## src/rtl/mod_float_to_fixed_if.sv

```systemverilog
// Handshake/data bundle between a float producer and mod_float_to_fixed.
// The requester drives in_A/in_En; the converter drives the result and status.
interface mod_float_to_fixed_if #(
   parameter int OUT_W = 16
);
   logic [15:0]      in_A;
   logic             in_En;
   logic [OUT_W-1:0] out_Out;
   logic             out_Ready;
   logic             out_Busy;

   modport master (output in_A, in_En, input out_Out, out_Ready, out_Busy);
   modport slave  (input in_A, in_En, output out_Out, out_Ready, out_Busy);
endinterface

```

## src/rtl/mod_float_to_fixed.sv

```systemverilog
// Iterative 16-bit float to signed Q-format converter: one shift per cycle,
// saturating on left-shift overflow, truncating toward zero on right shifts.
module mod_float_to_fixed #(
   parameter int BIAS      = 15,
   parameter int FRAC_BITS = 8,
   parameter int OUT_W     = 16
) (
   input logic                 clk,
   input logic                 rst,
   mod_float_to_fixed_if.slave bus
);
   localparam int CW   = $clog2(OUT_W + 2);
   localparam int NMAX = OUT_W + 1;

   typedef enum logic [1:0] {IDLE, SHIFT, PACK} state_t;

   state_t           state, stateNext;
   logic             sign;
   logic             dirLeft;
   logic [CW-1:0]    cnt;
   logic [OUT_W-1:0] mag;
   logic             ovf;
   logic [OUT_W-1:0] outOut;
   logic             outReady;

   logic             accept;
   logic             isZero;
   int               sCalc;
   int               sAbs;
   int               nInt;
   logic [CW-1:0]    nCalc;
   logic [OUT_W-1:0] magInit;
   logic [OUT_W-1:0] packVal;

   localparam logic [OUT_W-1:0] SAT_POS = {1'b0, {(OUT_W-1){1'b1}}};
   localparam logic [OUT_W-1:0] SAT_NEG = {1'b1, {(OUT_W-2){1'b0}}, 1'b1};

   // Decode of the incoming operand, only consumed on the accept edge.
   always_comb begin
      isZero  = (bus.in_A[14:0] == '0);
      sCalc   = int'(bus.in_A[14:10]) - BIAS - 10 + FRAC_BITS;
      sAbs    = (sCalc < 0) ? -sCalc : sCalc;
      nInt    = isZero ? 0 : ((sAbs > NMAX) ? NMAX : sAbs);
      nCalc   = CW'(nInt);
      magInit = isZero ? '0 : {{(OUT_W-11){1'b0}}, 1'b1, bus.in_A[9:0]};
   end

   always_comb begin
      if (ovf)
         packVal = sign ? SAT_NEG : SAT_POS;
      else
         packVal = sign ? -mag : mag;
   end

   always_ff @(posedge clk or negedge rst) begin
      if (!rst)
         state <= IDLE;
      else
         state <= stateNext;
   end

   always_comb begin
      stateNext = state;
      accept    = 1'b0;
      case (state)
         IDLE: begin
            if (bus.in_En) begin
               accept    = 1'b1;
               stateNext = (nCalc != '0) ? SHIFT : PACK;
            end
         end
         SHIFT:   if (cnt == CW'(1)) stateNext = PACK;
         PACK:    stateNext = IDLE;
         default: stateNext = IDLE;
      endcase
   end

   always_ff @(posedge clk or negedge rst) begin
      if (!rst) begin
         sign     <= 1'b0;
         dirLeft  <= 1'b0;
         cnt      <= '0;
         mag      <= '0;
         ovf      <= 1'b0;
         outOut   <= '0;
         outReady <= 1'b0;
      end else begin
         outReady <= 1'b0;
         case (state)
            IDLE: begin
               if (accept) begin
                  sign    <= bus.in_A[15];
                  dirLeft <= (sCalc > 0);
                  cnt     <= nCalc;
                  mag     <= magInit;
                  ovf     <= 1'b0;
               end
            end
            SHIFT: begin
               cnt <= cnt - 1'b1;
               if (dirLeft) begin
                  // A one leaving bit OUT_W-2 would land in the sign position.
                  if (mag[OUT_W-2]) ovf <= 1'b1;
                  mag <= mag << 1;
               end else begin
                  mag <= mag >> 1;
               end
            end
            PACK: begin
               outOut   <= packVal;
               outReady <= 1'b1;
            end
            default: ;
         endcase
      end
   end

   assign bus.out_Out   = outOut;
   assign bus.out_Ready = outReady;
   assign bus.out_Busy  = (state != IDLE);
endmodule

```

## src/flat_wrapper.sv

```systemverilog
// flat-port wrapper written by rule: the top's interface ports become plain ports
module mod_float_to_fixed_flat 
#(
   parameter int BIAS      = 15,
   parameter int FRAC_BITS = 8,
   parameter int OUT_W     = 16
)
  (clk, rst, bus_in_A, bus_in_En, bus_out_Out, bus_out_Ready, bus_out_Busy);
  mod_float_to_fixed_if #(.OUT_W(OUT_W)) bus_i ();
  input logic clk;
  input logic rst;
  input wire logic [$bits(bus_i.in_A)-1:0] bus_in_A;
  input wire logic [$bits(bus_i.in_En)-1:0] bus_in_En;
  output wire logic [$bits(bus_i.out_Out)-1:0] bus_out_Out;
  output wire logic [$bits(bus_i.out_Ready)-1:0] bus_out_Ready;
  output wire logic [$bits(bus_i.out_Busy)-1:0] bus_out_Busy;
  assign bus_i.in_A = bus_in_A;
  assign bus_i.in_En = bus_in_En;
  assign bus_out_Out = bus_i.out_Out;
  assign bus_out_Ready = bus_i.out_Ready;
  assign bus_out_Busy = bus_i.out_Busy;
  mod_float_to_fixed #(.BIAS(BIAS), .FRAC_BITS(FRAC_BITS), .OUT_W(OUT_W)) u_core (.clk(clk), .rst(rst), .bus(bus_i));
endmodule
```

## config.mk

```make
export PLATFORM = sky130hd
export DESIGN_NAME = mod_float_to_fixed_flat
export DESIGN_NICKNAME = d
export VERILOG_FILES = /design/src/rtl/mod_float_to_fixed_if.sv /design/src/rtl/mod_float_to_fixed.sv /design/src/flat_wrapper.sv
export SDC_FILE = /design/constraint.sdc
export NUM_CORES = 1
export LEC_CHECK = 0
export BUFFER_PORTS_ARGS = -buffer_cell sky130_fd_sc_hd__buf_2
export CELL_PAD_IN_SITES_DETAIL_PLACEMENT = 0
export CELL_PAD_IN_SITES_GLOBAL_PLACEMENT = 1
export CORE_ASPECT_RATIO = 1.75
export CORE_UTILIZATION = 44
export DETAILED_ROUTE_END_ITERATION = 10
export PLACE_DENSITY_LB_ADDON = 0.1
export SYNTH_ARGS = -nofsm -noshare
export SYNTH_HDL_FRONTEND = slang
export SYNTH_SLANG_ARGS = --single-unit
```

## constraint.sdc

```tcl
create_clock -name clk -period 2.68 [get_ports clk]
set_input_delay 0.536 -clock clk [delete_from_list [all_inputs] [get_ports clk]]
set_output_delay 0.536 -clock clk [all_outputs]
set_load 0.02 [all_outputs]
```

==> summary.txt, run 1 <==
Critical path
  • CP dominant cell by count: ha_4
  • Critical path buffer and inverter count: 1
  • Longest individual stage delay on the worst path: 560 ps
  • Crit path required time: 2830 ps
  • CP max FO: 5
  • CP arrival: 3620 ps
  • Kind of cell adding the most delay to the critical path: simple AND/OR/NAND/NOR gates
  • Kind of end point of the critical path: flip-flop
  • CP startpoint kind: input pin
  • Worst path slowest cell: or4b_4
  • Series of cell instances along the critical path: buf_12 > ha_4 > and3_4 > mux2_4 > nand2_2 > ha_4 > or4_4 > nor2_4 > o32ai_2 > or4b_4 > nor3_4 > nand4_2 > a211oi_2 > o22ai_1
  • Crit Path Category: in -> reg

Cells and area
  • Antenna diode count: 0
  • Filler cell count: 688
  • Layout cells sized above 1: 33.70%
  • Synthesis-to-layout area growth: 36.73%
  • Post-layout nets: 575

Synth
  • Number of cells produced by synthesis: 437
  • Number of different library cells in the post-synthesis netlist: 64
  • Arithmetic-cell share of the synthesized area counting full adders, half adders and majority gates: 5.061%
  • Combinational family with the most area after synthesis: simple AND/OR/NAND/NOR gates
  • Biggest area contributors in the synthesized netlist: dfrtp_1 31%, nand2_1 6.9%, o21ai_0 5.6%
  • Post-synth EDFFs: 0
  • Flip-flop cell with the highest count after synthesis: dfrtp_1
  • Most common cell in the netlist: nand2_1
  • Sequential share of the synthesized area: 31.09%
  • Synth area leader: dfrtp_1
  • Proportion of synthesized area in mux cells: 3.001%
  • Post-synthesis xor/xnor area fraction: 4.772%
  • Mean cell area of the mapped netlist: 7.919 um^2
  • Total nets after synthesis: 470
  • Complex-gate fraction of the synthesized area: 23.39%
  • Number of synthesized register bits: 43
  • Most numerous cell types in the synthesized netlist: 64 x nand2_1, 43 x dfrtp_1, 39 x o21ai_0
  • Share of synthesized cell area in and, or, nand and nor gates: 25.96%
  • FFs w/ async S/R, synth: 100.0%
  • Area share of the leading cell type in the synthesized netlist: 31.09%
  • Number of warning messages in the yosys log: 0
  • Synthesized cell area: 3461 um^2

Timing
  • # setup viols final: 8
  • Post-Route Skew: 3.683 ps
  • Tightest hold margin: 400.4 ps
  • Slew of the pin with the lowest slew margin: 961.2 ps
  • Final hold violation count: 0
  • Total count of max-transition violations in the final report: 0
  • Setup TNS: -5363 ps
  • Post-route setup slack: -789.5 ps
  • Worst slew margin relative to its limit: 35.92%
  • Final cycle utilization of the critical path: 129.5%
  • Max Freq: 288.2 MHz
  • Setup repair after global routing missed its margin: yes
  • Final critical-path required period: 3469 ps

Floorplanning
  • DIE WIDTH: 69.04 um
  • Count of standard-cell rows: 42
  • Die area: 8238 um^2
  • Y dimension of the die: 119.3 um
  • # IOs: 37
  • Total core area: 7567 um^2
  • Starting density of the core: 45.73%

Detailed routing
  • 1st-iter DRT viols: 183
  • Final antenna-violating net count: 0
  • Vias post-DR: 3,618
  • Final routed DRC violation total: 0
  • Routed length per placed instance: 16.89 um
  • Routed via count divided by cell count: 5.734
  • Pre-antenna DRT Iters: 5
  • Post-Route WL: 10,660 um

Clocking
  • Clock insertion delay at the later pin of the skew report: 290 ps
  • Cell chosen for the clock root: clkbuf_16
  • TritonCTS Buffers: 5
  • H-tree depth: 2
  • Post-CTS clock slew at the launch and capture registers of the worst setup and hold paths: 60 ps
  • Clock tree from TritonCTS: yes
  • Total clock sinks: 43
  • Deepest clock path buffer count: 2

Outcome
  • Failing checks: negative setup slack
  • Run status: finished, violations left

Global routing
  • All-layer global routing usage: 26.75%
  • Via count of the first global-routing pass: 3,694
  • Wire length of the first global-routing pass: 17,430 um
  • Largest net degree at the start of global routing: 44
  • Initial antenna violation count: 0
  • Final global-route overflow total: 0

Placed design
  • RD Place Congestion: 0.9557
  • Worst slack at placement: -1283 ps
  • Total of buffers placed on input and output ports: 36
  • Hpwl dp: 8328 um

Pwr
  • Power density of the placed cells: 873.8 nW/um^2
  • Static leakage power: 2.100 nW
  • Largest vdd supply drop: 0.3410 mV

Flow run
  • Reported max-cap violation count: 0

Worst hold path
  • Hold Crit Class: in -> async
## registers in the layout (all words and copies together) (netlist names)
register / flops
u_core.mag: 16
u_core.dirLeft: 1
u_core.state: 2
u_core.cnt: 5
u_core.sign: 1
u_core.bus.out_Ready: 1
u_core.ovf: 1
u_core.bus.out_Out: 16
## placed cells by master (no fill, tap or decap), types with 4 or more instances in the layout
cell type and count:
mux2i_1 7, a211oi_1 11, xnor2_1 11, nand2b_1 6, nor3_1 11, nand3b_1 5
a21oi_1 15, a31oi_1 12, nand3_1 10, buf_4 90, nor2b_1 10, and2_1 7
o31ai_1 6, o22ai_1 8, ha_1 6, o21ai_0 35, buf_2 34, dfrtp_1 43
clkbuf_16 5, ha_4 7, nor2_1 28, nand2_1 59, xor2_1 5, nor4_1 6
a21o_1 4, o21ai_1 4, inv_1 13, nand4_1 9
## through the flow
step | area [um^2] | cells | total power, W | util (%)
2_1_floorplan | 3581 | 437 | 0.002791 | -
3_3_place_gp | 4347 | 617 | 0.003447 | 57.44
3_5_place_dp | 4347 | 617 | 0.003496 | 57.44
4_1_cts | 4674 | 630 | 0.004136 | 61.77
5_1_grt | 4732 | 631 | 0.004465 | 62.53
6_report | 4732 | 631 | 0.004135 | 62.53
## worst register-to-register path, cell delays in order, from the launching register on
cell	delay, ps
dfrtp_1	460
inv_1	90
ha_1	180
nand2b_1	160
nand2b_1	230
o31ai_1	460
a211oi_1	140
a31oi_1	250
o21ai_0	130
mux2_2	270
## cell type report
type                       instances  area, um^2  share of cell area (%)
multi-input combinational        345        2410                   50.93
sequential                        43        1076                   22.74
timing repair buffer             129       923.4                   19.51
clock buffer                       7       132.6                   2.803
tap                               88       110.1                   2.327
inverter                          18       75.07                   1.586
clock inverter                     1       5.005                  0.1058
## power breakdown
group | leakage, nW | total (W) | switching (W) | internal [W]
Clock | 0.0679 | 0.000584 | 0.000240 | 0.000344
Sequential | 0.542 | 0.00120 | 0.000271 | 0.000933
Combinational | 1.49 | 0.00235 | 0.00132 | 0.00103
## kinds of logic after synthesis
family,count (synthesis)
AOI/OAI and AO/OA,125
and+or+nand+nor,178
xor gates and xnor gates,18
buffers and inverters,49
muxes,10
adders and majority gates,14
DFF,43
## metal layers
| metal | share of wire (%) | wire [um] | up-vias | track usage, % |
|---|---|---|---|---|
| met3 | 2.1 | 229 | 40 | 2.707 |
| met1 | 33 | 3544 | 1706 | 22.83 |
| met2 | 59 | 6301 | 79 | 55.10 |
| li1 | - | - | 1793 | - |
| met5 | 0 | 0 | - | 0 |
| met4 | 5.5 | 581 | 0 | 17.98 |
## final timing paths
kind	from	cells after the start	slack (ps)	to
max in group asynchronous	rst	1	1690	u_core.mag[13]
max	bus_in_A[10]	14	-790	u_core.state[0]
min	rst	1	400	u_core.sign
min reg2reg	u_core.bus.out_Out[13]	2	470	u_core.bus.out_Out[13]
min in group clk	bus_in_A[15]	3	450	u_core.sign
max reg2reg	u_core.mag[1]	9	200	u_core.bus.out_Out[10]
## what timing repair did
action	4_1_cts	5_1_grt
gates resized for setup	33	10
setup endpoints to repair	8	8
endpoints found under the hold margin	0	0
setup buffers	5	1
pin swaps	20	4
hold buffers	0	0
(Power assumes the default switching activity.)
==> run 2, diff against run 1 <==
--- a/config.mk
+++ b/config.mk
@@ -5,13 +5,13 @@
 export SDC_FILE = /design/constraint.sdc
 export NUM_CORES = 1
 export LEC_CHECK = 0
-export BUFFER_PORTS_ARGS = -buffer_cell sky130_fd_sc_hd__buf_2
 export CELL_PAD_IN_SITES_DETAIL_PLACEMENT = 0
 export CELL_PAD_IN_SITES_GLOBAL_PLACEMENT = 1
 export CORE_ASPECT_RATIO = 1.75
-export CORE_UTILIZATION = 44
+export CORE_UTILIZATION = 48
 export DETAILED_ROUTE_END_ITERATION = 10
-export PLACE_DENSITY_LB_ADDON = 0.1
+export DONT_BUFFER_PORTS = 1
+export PLACE_DENSITY_LB_ADDON = 0.12
 export SYNTH_ARGS = -nofsm -noshare
 export SYNTH_HDL_FRONTEND = slang
 export SYNTH_SLANG_ARGS = --single-unit
==> summary.txt, run 2 (same netlist as run 1, synthesis figures left out) <==
Timing
  • Setup TNS: -4300 ps
  • Final critical-path required period: 3333 ps
  • Slew of the pin with the lowest slew margin: 755.2 ps
  • Total count of max-transition violations in the final report: 0
  • Post-route setup slack: -652.8 ps
  • Post-Route Skew: 3.845 ps
  • Worst slew margin relative to its limit: 49.65%
  • Max Freq: 300.1 MHz
  • Final cycle utilization of the critical path: 124.4%
  • # setup viols final: 8
  • Setup repair after global routing missed its margin: yes
  • Final hold violation count: 0

Cells and area
  • Antenna diode count: 0
  • Layout cells sized above 1: 27.16%
  • Synthesis-to-layout area growth: 28.27%
  • Post-layout nets: 529
  • Count of non-filler cells in the finished layout: 581
  • Leading cell types in the layout, fill and taps excluded: 80 x buf_4, 59 x nand2_1, 43 x dfrtp_1
  • Most common cell after layout, fill and taps aside: buf_4
  • Post-layout instance area: 4439 um^2

Critical path
  • Kind of end point of the critical path: flip-flop
  • Longest individual stage delay on the worst path: 570 ps
  • CP arrival: 3500 ps
  • Crit Path Category: in -> reg
  • CP dominant cell by count: ha_4
  • Worst path slowest cell: or4_4
  • Crit path required time: 2850 ps
  • CP max FO: 7
  • Series of cell instances along the critical path: ha_4 > and3_4 > mux2_4 > nand2_4 > ha_4 > or4_4 > nor2_4 > o32ai_2 > or4b_1 > nor3_2 > nand4_2 > buf_6 > a21oi_2 > o21ai_1
  • CP startpoint kind: input pin

Detailed routing
  • 1st-iter DRT viols: 224
  • Vias post-DR: 3,482
  • Final routed DRC violation total: 0
  • Post-Route WL: 10,100 um
  • Routed length per placed instance: 17.38 um
  • Pre-antenna DRT Iters: 4
  • Routed via count divided by cell count: 5.993
  • Final antenna-violating net count: 0

Pwr
  • Switching share of total power: 44.80%
  • Clk network pwr share: 14.8%
  • Tot Pwr: 0.004000 W
  • Sequential Power Share: 34.2%
  • Largest vdd supply drop: 0.3244 mV
  • Power share of the combinational group: 51.0%
  • Switching pwr: 0.001792 W
  • Static leakage power: 1.889 nW
  • Total internal power: 0.002208 W
  • Power density of the placed cells: 901.0 nW/um^2

Placed design
  • Total of buffers placed on input and output ports: 0
  • RD Place Congestion: 1.006
  • Hpwl dp: 7786 um
  • Placed insts: 565
  • Area after detailed placement: 4071 um^2
  • Worst slack at placement: -1008 ps

Outcome
  • Failing checks: negative setup slack
  • Run status: finished, violations left

Global routing
  • Busiest grt layer: met2
  • All-layer global routing usage: 27.90%
  • Initial antenna violation count: 0
  • Met1 GRT Util: 24.12%
  • Via count of the first global-routing pass: 3,436
  • Wire length of the first global-routing pass: 16,070 um
  • Met2 track utilization from global routing: 55.58%
  • Fraction of met3 tracks used by global routing: 2.689%
  • Largest net degree at the start of global routing: 44
  • Final global-route overflow total: 0

Floorplanning
  • Y dimension of the die: 114.3 um
  • Starting density of the core: 50.11%
  • Die area: 7567 um^2
  • DIE WIDTH: 66.19 um
  • # IOs: 37
  • Count of standard-cell rows: 40
  • Total core area: 6907 um^2

Worst hold path
  • Hold Crit Class: in -> async

Clocking
  • Clock tree from TritonCTS: yes
  • Cell chosen for the clock root: clkbuf_16
  • TritonCTS Buffers: 5
  • Total clock sinks: 43
  • Clock insertion delay at the later pin of the skew report: 290 ps
  • Post-CTS clock slew at the launch and capture registers of the worst setup and hold paths: 60 ps
  • Deepest clock path buffer count: 2
  • H-tree depth: 2

Flow run
  • Reported max-cap violation count: 0
run 2: worst max-delay path, delay by kind of cell:
kind	cells	cell delay [ps]
buffers and inverters	1	160
AO/OA/AOI/OAI	3	260
multiplexers	1	350
adder cells (fa/ha/maj)	2	350
AND/OR/NAND/NOR	7	1820
run 2: area by class of cell:
class                           count  area [um^2]
Clock inverter                      2        12.51
Fill cell                         609         2467
Tap cell                           84        105.1
Clock buffer                        6        128.9
Sequential cell                    43         1076
Inverter                           18        72.57
Multi-Input combinational cell    345         2392
Timing Repair Buffer               83        651.9
run 2: routing by layer:
layer / wire (um) / part of all wire, %
met1: 3398 / 34
met2: 5816 / 58
met3: 244 / 2.4
met4: 639 / 6.3
met5: 0 / 0
run 2: final timing paths:
kind,endpoint,slack [ps],depth (start not counted),startpoint
hold / removal,u_core.mag[4],90,1,rst
max in group asynchronous,u_core.mag[11],2390,1,rst
setup reg to reg,u_core.bus.out_Out[15],210,9,u_core.mag[10]
min in group clk,u_core.sign,370,2,bus_in_A[15]
hold reg to reg,u_core.mag[15],560,1,u_core.mag[15]
setup / recovery,u_core.cnt[0],-650,14,bus_in_A[11]
run 2: power by group through the flow:
stage,logic (W),clock network [W],registers [W]
floorplan,0.00153,0,0.00126
global placement,0.00192,0,0.00136
detailed placement,0.00196,0,0.00137
CTS,0.00204,0.000596,0.00136
global route,0.00228,0.000625,0.00142
finish,0.00204,0.000591,0.00137
run 2: timing repair:
item                                   CTS  global route
endpoints found under the hold margin   43             0
resized for setup                       24             5
setup endpoints to repair                8             9
setup buffers                            6             1
pin swaps                               20             2
cloned                                   0             0
hold buffers                             1             0
run 2: through the flow:
step,util (%),hold WS (ps)
after global routing,64.28,105.5
after global placement,58.95,241.3
final,64.28,91.27
after floorplan,-,240.4
after CTS,63.75,97.09
after detailed placement,58.95,241.2
==> run 3, diff against run 2 <==
--- a/config.mk
+++ b/config.mk
@@ -9,6 +9,7 @@
 export CELL_PAD_IN_SITES_GLOBAL_PLACEMENT = 1
 export CORE_ASPECT_RATIO = 1.75
 export CORE_UTILIZATION = 48
+export CTS_BUF_LIST = sky130_fd_sc_hd__clkbuf_16
 export DETAILED_ROUTE_END_ITERATION = 10
 export DONT_BUFFER_PORTS = 1
 export PLACE_DENSITY_LB_ADDON = 0.12
==> summary.txt, run 3 (same netlist as run 1, synthesis figures left out) <==
Timing
  • Final hold violation count: 0
  • Post-Route Skew: 3.831 ps
  • # setup viols final: 8
  • Worst slew margin relative to its limit: 49.68%
  • Final cycle utilization of the critical path: 124.4%
  • Slew of the pin with the lowest slew margin: 754.8 ps
  • Post-route setup slack: -652.8 ps
  • Total count of max-transition violations in the final report: 0
  • Setup repair after global routing missed its margin: yes
  • Max Freq: 300.0 MHz
  • Final critical-path required period: 3333 ps

Critical path
  • Longest individual stage delay on the worst path: 570 ps
  • Crit Path Category: in -> reg
  • Kind of cell adding the most delay to the critical path: simple AND/OR/NAND/NOR gates
  • Crit path required time: 2850 ps
  • CP max FO: 7
  • Worst path slowest cell: or4_4
  • CP startpoint kind: input pin
  • CP arrival: 3500 ps
  • Series of cell instances along the critical path: ha_4 > and3_4 > mux2_4 > nand2_4 > ha_4 > or4_4 > nor2_4 > o32ai_2 > or4b_1 > nor3_2 > nand4_2 > buf_6 > a21oi_2 > o21ai_1
  • Critical path buffer and inverter count: 1
  • Kind of end point of the critical path: flip-flop
  • CP dominant cell by count: ha_4

Clocking
  • Clock insertion delay at the later pin of the skew report: 290 ps
  • TritonCTS Buffers: 5
  • Deepest clock path buffer count: 2
  • Total clock sinks: 43
  • Cell chosen for the clock root: clkbuf_16
  • H-tree depth: 2
  • Post-CTS clock slew at the launch and capture registers of the worst setup and hold paths: 60 ps
  • Clock tree from TritonCTS: yes

Placed design
  • Worst slack at placement: -1008 ps
  • Hpwl dp: 7786 um
  • Total of buffers placed on input and output ports: 0
  • RD Place Congestion: 1.006
  • Area after detailed placement: 4071 um^2

Floorplanning
  • DIE WIDTH: 66.19 um
  • Total core area: 6907 um^2
  • Starting density of the core: 50.11%
  • # IOs: 37
  • Count of standard-cell rows: 40
  • Y dimension of the die: 114.3 um
  • Die area: 7567 um^2

Cells and area
  • Layout cells sized above 1: 27.16%
  • Final core utilization: 64.28%
  • Antenna diode count: 0
  • Post-layout instance area: 4439 um^2
  • Synthesis-to-layout area growth: 28.27%
  • Leading cell types in the layout, fill and taps excluded: 80 x buf_4, 59 x nand2_1, 43 x dfrtp_1
  • Total area of multi-input combinational cells: 2392 um^2
  • Register area: 1076 um^2
  • Post-layout nets: 529
  • Filler cell count: 609
  • Most common cell after layout, fill and taps aside: buf_4

Worst hold path
  • Hold Crit Class: in -> async

Global routing
  • Via count of the first global-routing pass: 3,436
  • All-layer global routing usage: 27.90%
  • Initial antenna violation count: 0
  • Final global-route overflow total: 0
  • Largest net degree at the start of global routing: 44
  • Wire length of the first global-routing pass: 16,070 um

Detailed routing
  • Post-Route WL: 10,100 um
  • Vias post-DR: 3,480
  • Routed via count divided by cell count: 5.990
  • Final antenna-violating net count: 0
  • Amount of wire on met3 after detailed routing: 236 um
  • Routed met1 length: 3408 um
  • Amount of wire on met2 after detailed routing: 5817 um
  • Uppermost layer routed: met4
  • Pre-antenna DRT Iters: 4
  • Final routed DRC violation total: 0
  • 1st-iter DRT viols: 213
  • Routed length per placed instance: 17.39 um

Outcome
  • Run status: finished, violations left
  • Failing checks: negative setup slack

Pwr
  • Largest vdd supply drop: 0.3242 mV
  • Power density of the placed cells: 900.1 nW/um^2
  • Static leakage power: 1.893 nW
  • Tot Pwr: 0.003996 W

Flow run
  • Reported max-cap violation count: 0
-- run 3: changes by cell type in the layout (fill, tap and decap cells not counted), sizes merged --
cell,before,now
clkbuf,6,5
inv,17,18
-- run 3: stage by stage --
stage          instances  hold WS (ps)  TNS [ps]
6_report             581         91.20     -4301
4_1_cts              580         97.09     -4432
2_1_floorplan        437         240.4     -6168
5_1_grt              581         105.5     -5051
3_5_place_dp         565         241.2     -7464
3_3_place_gp         565         241.3     -6711
-- run 3: area by class of cell --
cell class | instances | share of cell area, %
Clock inverter | 3 | 0.3664
Multi-Input combinational cell | 345 | 53.89
Inverter | 18 | 1.635
Sequential cell | 43 | 24.24
Clock buffer | 5 | 2.818
Tap cell | 84 | 2.368
Timing Repair Buffer | 83 | 14.68
-- run 3: metal layers --
layer | vias to the layer above | GRT usage, %
li1 | 1696 | -
met1 | 1652 | 24.12
met2 | 90 | 55.58
met3 | 42 | 2.689
met4 | 0 | 20.14
met5 | - | 0
-- run 3: path summary, 6_finish.rpt --
kind / startpoint / endpoint / slack [ps] / cells past startpoint
worst max register to register: u_core.mag[10] / u_core.bus.out_Out[15] / 210 / 9
min in group clk: bus_in_A[15] / u_core.sign / 370 / 2
worst max-delay path: bus_in_A[11] / u_core.cnt[0] / -650 / 14
max in group asynchronous: rst / u_core.mag[11] / 2390 / 1
worst min-delay path: rst / u_core.mag[4] / 90 / 1
worst min register to register: u_core.mag[15] / u_core.mag[15] / 550 / 1
-- run 3: power breakdown --
group	switching, W	internal [W]
logic	0.00111	0.000931
registers	0.000434	0.000933
clock network	0.000248	0.000340
-- run 3: worst reg2reg max path, cell delays in order (launching register included) --
cell     delay [ps]
dfrtp_1         450
nor3_1          280
nand3_1         190
or4_1           500
or2_2           350
nor3_2          170
nor2_1           50
o21ai_0         140
a21oi_1          90
a21o_1          150
-- run 3: repair_timing --
action / in CTS / in global routing
endpoints found under the hold margin: 43 / 0
pin swaps: 20 / 2
gates resized for setup: 24 / 5
hold buffers: 1 / 0
gates cloned: 0 / 0
setup buffers: 6 / 1
setup endpoints to repair: 8 / 9
